==> src/rtl/lenet_scheduler.sv <==
// lenet_scheduler: turns data_ready edges from the downsampler into single
// inference requests for the LeNet engine. It watches each request for a
// timeout and majority-free voting: the displayed digit only changes after
// VOTE_DEPTH consecutive identical results.
module lenet_scheduler #(
    parameter int TIMEOUT_CYCLES = 2000000,
    parameter int VOTE_DEPTH     = 3
) (
    input  logic       clk,
    input  logic       rst_n,
    input  logic       enable,
    input  logic       data_ready,
    input  logic       lenet_ready,
    input  logic [3:0] lenet_digit,
    output logic       lenet_go,
    output logic [3:0] digit_out,
    output logic       digit_valid,
    output logic       busy,
    output logic       timeout_err,
    output logic [7:0] drop_count
);

    localparam int            CW       = (TIMEOUT_CYCLES > 1) ? $clog2(TIMEOUT_CYCLES) : 1;
    localparam logic [CW-1:0] CNT_LAST = CW'(TIMEOUT_CYCLES - 1);
    localparam logic [3:0]    FULL     = 4'(VOTE_DEPTH);

    typedef enum logic [2:0] {S_IDLE, S_GO, S_WAIT, S_LATCH, S_ABORT} state_t;

    state_t          state_q, state_d;
    logic            prev_q, arm_q, pending_q;
    logic [7:0]      drop_q;
    logic [CW-1:0]   cnt_q, cnt_d;
    logic [3:0]      result_q, result_d;
    logic [3:0]      fill_q, fill_d;
    logic [3:0]      dout_q, dout_d;
    logic            valid_q, valid_d;
    logic            terr_q, terr_d;
    logic            hist_shift;
    logic [3:0]      hist_q [VOTE_DEPTH];
    logic [VOTE_DEPTH-1:0] match;

    // arm_q masks the first cycle after reset so a level already high is not an edge
    logic rise, consume, result_ok, all_match;
    assign rise      = data_ready & ~prev_q & arm_q;
    assign consume   = (state_q == S_GO);
    assign result_ok = (result_q < 4'd10);
    assign all_match = &match;

    // After a shift, entry 0 is the new result; the rest must already equal it
    genvar gi;
    generate
        for (gi = 0; gi < VOTE_DEPTH; gi++) begin : g_hist
            if (gi == 0) begin : g_head
                assign match[gi] = 1'b1;
                // newest result enters the head of the history
                always_ff @(posedge clk or negedge rst_n) begin
                    if (!rst_n)          hist_q[gi] <= 4'd0;
                    else if (hist_shift) hist_q[gi] <= result_q;
                end
            end else begin : g_tail
                assign match[gi] = (hist_q[gi-1] == result_q);
                // older results move one slot down the history
                always_ff @(posedge clk or negedge rst_n) begin
                    if (!rst_n)          hist_q[gi] <= 4'd0;
                    else if (hist_shift) hist_q[gi] <= hist_q[gi-1];
                end
            end
        end
    endgenerate

    // Edge detector, one-deep pending slot and saturating drop counter
    always_ff @(posedge clk or negedge rst_n) begin
        if (!rst_n) begin
            prev_q    <= 1'b0;
            arm_q     <= 1'b0;
            pending_q <= 1'b0;
            drop_q    <= 8'd0;
        end else begin
            prev_q <= data_ready;
            arm_q  <= 1'b1;
            if (rise) begin
                pending_q <= 1'b1;
                if (pending_q && !consume && drop_q != 8'hFF)
                    drop_q <= drop_q + 8'd1;
            end else if (consume) begin
                pending_q <= 1'b0;
            end
        end
    end

    // FSM and datapath state registers
    always_ff @(posedge clk or negedge rst_n) begin
        if (!rst_n) begin
            state_q  <= S_IDLE;
            cnt_q    <= '0;
            result_q <= 4'd0;
            fill_q   <= 4'd0;
            dout_q   <= 4'd0;
            valid_q  <= 1'b0;
            terr_q   <= 1'b0;
        end else begin
            state_q  <= state_d;
            cnt_q    <= cnt_d;
            result_q <= result_d;
            fill_q   <= fill_d;
            dout_q   <= dout_d;
            valid_q  <= valid_d;
            terr_q   <= terr_d;
        end
    end

    // Next-state logic: launch, wait with timeout, vote on result, or abort
    always_comb begin
        state_d    = state_q;
        cnt_d      = cnt_q;
        result_d   = result_q;
        fill_d     = fill_q;
        dout_d     = dout_q;
        valid_d    = valid_q;
        terr_d     = terr_q;
        hist_shift = 1'b0;
        case (state_q)
            S_IDLE: begin
                if (pending_q && enable) state_d = S_GO;
            end
            S_GO: begin
                cnt_d   = '0;
                state_d = S_WAIT;
            end
            S_WAIT: begin
                cnt_d = cnt_q + 1'b1;
                // a result arriving on the last allowed cycle still wins
                if (lenet_ready) begin
                    result_d = lenet_digit;
                    state_d  = S_LATCH;
                end else if (cnt_q == CNT_LAST) begin
                    state_d = S_ABORT;
                end
            end
            S_LATCH: begin
                state_d = S_IDLE;
                if (result_ok) begin
                    hist_shift = 1'b1;
                    terr_d     = 1'b0;
                    fill_d     = (fill_q >= FULL) ? FULL : fill_q + 4'd1;
                    if (fill_d == FULL && all_match) begin
                        dout_d  = result_q;
                        valid_d = 1'b1;
                    end
                end else begin
                    fill_d = 4'd0;
                end
            end
            S_ABORT: begin
                terr_d  = 1'b1;
                fill_d  = 4'd0;
                state_d = S_IDLE;
            end
            default: state_d = S_IDLE;
        endcase
    end

    assign lenet_go    = (state_q == S_GO);
    assign busy        = (state_q != S_IDLE);
    assign digit_out   = dout_q;
    assign digit_valid = valid_q;
    assign timeout_err = terr_q;
    assign drop_count  = drop_q;

endmodule

==> config.mk <==
export PLATFORM = sky130hd
export DESIGN_NAME = lenet_scheduler
export DESIGN_NICKNAME = d
export VERILOG_FILES = /design/src/rtl/lenet_scheduler.sv
export SDC_FILE = /design/constraint.sdc
export NUM_CORES = 1
export LEC_CHECK = 0
export ABC_AREA = 1
export CORE_MARGIN = 5
export CORE_UTILIZATION = 45
export CTS_CLUSTER_SIZE = 8
export DETAILED_ROUTE_END_ITERATION = 8
export HOLD_SLACK_MARGIN = 0.08
export PLACE_DENSITY = 0.69
export SKIP_CTS_REPAIR_TIMING = 1
export SKIP_LAST_GASP = 1
export SLEW_MARGIN = 25
export SYNTH_ARGS = -nofsm -noshare
export SYNTH_HDL_FRONTEND = slang
export SYNTH_SLANG_ARGS = --single-unit
==> constraint.sdc <==
create_clock -name clk -period 3.86 [get_ports clk]
set_input_delay 0.386 -clock clk [delete_from_list [all_inputs] [get_ports clk]]
set_output_delay 0.386 -clock clk [all_outputs]
set_load 0.005 [all_outputs]
==> summary.txt <==
Run status
  – Status: completed

STA
  – Final setup fails: 0
  – Slew headroom: 58.6%
  – Hold slack: 0.0659 ns
  – Crit share post-route: 59.3%
  – Unrepaired setup endpoints after global routing: no
  – Clock Skews: 0.0118 ns
  – Period minus WS final: 2.29 ns
  – Setup WS post-layout: 1.57 ns
  – Setup TNS: 0 ns
  – Worst Max-Slew Pin Slew: 0.621 ns
  – Fin. max-slew vios: 0
  – Final hold violations: 0
  – Max frequency: 0.437 GHz

Setup path
  – CP Class: register to output port
  – CP Max Fanout: 15
  – CP Launch Type: register
  – Crit. End Element: output port
  – WP data arrival: 1.90 ns
  – Worst EP required: 3.47 ns

Synthesis
  – Net count after synthesis: 378
  – Largest family of logic cells by synthesized area: simple AND/OR/NAND/NOR gates
  – Complex-gate fraction of the synthesized area: 7.84%
  – Syn. warnings: 0
  – Seq/Total Area, Yosys: 48.1%
  – Main synth FF type: dfrtp_1
  – Synth Area per Inst: 8.11 µm²
  – Synth Register Bits: 57
  – Mapped Cells: 366
  – Syn Std Cell Area: 2970 µm²
  – Mux cell area share after synthesis: 0%
  – Post-Synth Simple-Gate Area: 34.0%
  – Adder-cell share of the synthesized area: 1.27%
  – Post-synth EDFFs: 0
  – Yosys cell types: 38
  – Post-Synth XOR/XNOR Area: 1.77%
  – Post-synth ARST share: 100%

Power and ir drop
  – LEAKAGE: 1.60 nW
  – Worst vdd ir: 0.000439 V
  – Pwr/cell area: 567 nW/µm²

Routing
  – Initial drt markers: 116
  – Via count: 2430
  – Routed wire per std cell: 12.1 µm
  – Overall routed net length: 5810 µm
  – Drt first pass iters: 4
  – Vias per inst: 5.07
  – Detailed-route DRC error count: 0
  – Post-route ant nets: 0

Placed design
  – Setup slack at placement: 1.91 ns
  – Placement Cell Area: 3280 µm²
  – GPL Wtd Cong: 0.850
  – Port Buffers: 24
  – Post-DP HPWL: 4200 µm

Job
  – # Max-Cap Violations: 0

Floorplan
  – Core Box Area: 6390 µm²
  – Row count: 29
  – IO Count: 25
  – Die span in y: 91.2 µm
  – Die width: 91.2 µm
  – Starting Density: 46.5%
  – Die Footprint: 8320 µm²

Clocking
  – CTS root buffer: clkbuf_8
  – CTS Buf Count: 9
  – Skew-Pair Late Insertion Delay: 0.33 ns
  – CTS tree: done
  – Clock-pin transition on the worst setup and hold timing paths: 0.07 ns
  – CTS sink count: 57
  – CTS max path bufs: 2
  – H-tree levels: 3

Global routing
  – Remaining global-route overflow: 0
  – Pin count of the biggest net entering global routing: 32
  – Initial antenna violation count: 0
  – Vias in the first global route: 2254
  – Global router's overall resource usage: 15.1%
  – First-pass GRT wire length: 10200 µm

Final layout
  – Commonest non-fill, non-tap cell in the layout: nand2_1
  – Share of cells above drive strength 1: 11.7%
  – Final Util: 53.9%
  – Design area: 3440 µm²
  – Final net count: 410
  – Antenna fix cells: 0
  – Synthesis-to-layout area growth: 15.9%
  – Commonest cells after routing, fill and taps aside: nand2_1 (109), dfrtp_1 (57), inv_1 (42)

Worst hold path
  – Worst min path class: input port to asynchronous set/reset pin
## critical path, cell delays in order, from the launching register on
cell and delay [ns]:
dfrtp_1 0.41, inv_1 0.11, nand3_2 0.29, inv_1 0.24, clkdlybuf4s50_1 0.53
## flip-flops by register name (all words and copies together), names as in the netlist
| name | flops |
|---|---|
| cnt_q | 21 |
| drop_count | 8 |
| hist_q | 8 |
| digit_out | 4 |
| fill_q | 4 |
| result_q | 4 |
| state_q | 3 |
| arm_q | 1 |
| digit_valid | 1 |
| pending_q | 1 |
| prev_q | 1 |
| timeout_err | 1 |
## cells in the mapped netlist (4+ instances only)
library cell | count | area (µm²)
nand3_1 | 23 | 115
nor2_4 | 7 | 78.8
nand3_2 | 5 | 50.1
a21oi_1 | 5 | 25.0
dfrtp_1 | 57 | 1430
nor2_2 | 4 | 25.0
nand2_2 | 5 | 31.3
nor2_1 | 34 | 128
inv_1 | 42 | 158
nand4_1 | 10 | 62.6
o21ai_0 | 24 | 120
nand2_1 | 109 | 409
## per-stage QoR
stage	cells	power, mW
floorplan	366	1.28
global placement	464	1.48
detailed placement	464	1.49
CTS	479	1.98
global route	479	2.11
finish	479	1.95
## final timing paths
kind,slack [ns],endpoint,start,cells past startpoint
min in group clk,0.46,digit_valid,digit_valid,2
min,0.07,cnt_q[12],rst_n,1
min reg2reg,0.46,digit_valid,digit_valid,2
max in group asynchronous,2.95,drop_count[2],rst_n,2
max reg2reg,2.08,cnt_q[8],state_q[0],8
max,1.57,lenet_go,state_q[2],4
## cell type report
| class | count | area, µm² |
|---|---|---|
| multi-input cells | 259 | 1340 |
| clock inverters | 3 | 17.5 |
| well taps | 77 | 96.3 |
| inverters | 46 | 175 |
| repair buffers | 25 | 243 |
| fillers | 614 | 2950 |
| flip-flops and latches | 57 | 1430 |
| clock buffers | 12 | 145 |
## report_power, final
group | switching (mW) | internal, mW
logic | 0.368 | 0.255
registers | 0.124 | 0.733
clock network | 0.226 | 0.245
## routing by layer
| metal | global-route usage, % | vias up | part of all wire (%) |
|---|---|---|---|
| met5 | 0 | - | 0 |
| met4 | 6.97 | 0 | 1.9 |
| met3 | 3.97 | 8 | 4.1 |
| met2 | 22.0 | 40 | 44 |
| met1 | 20.9 | 1142 | 49 |
| li1 | - | 1240 | - |
## cell families (layout without fill, tap and decap cells)
family,count (synthesis),in the layout
buffers and inverters,50,86
AND/OR/NAND/NOR,208,208
flip-flops,57,57
XOR/XNOR,6,6
AO/OA/AOI/OAI,41,41
other,1,1
adder cells (fa/ha/maj),3,3
(Power assumes the default switching activity.)
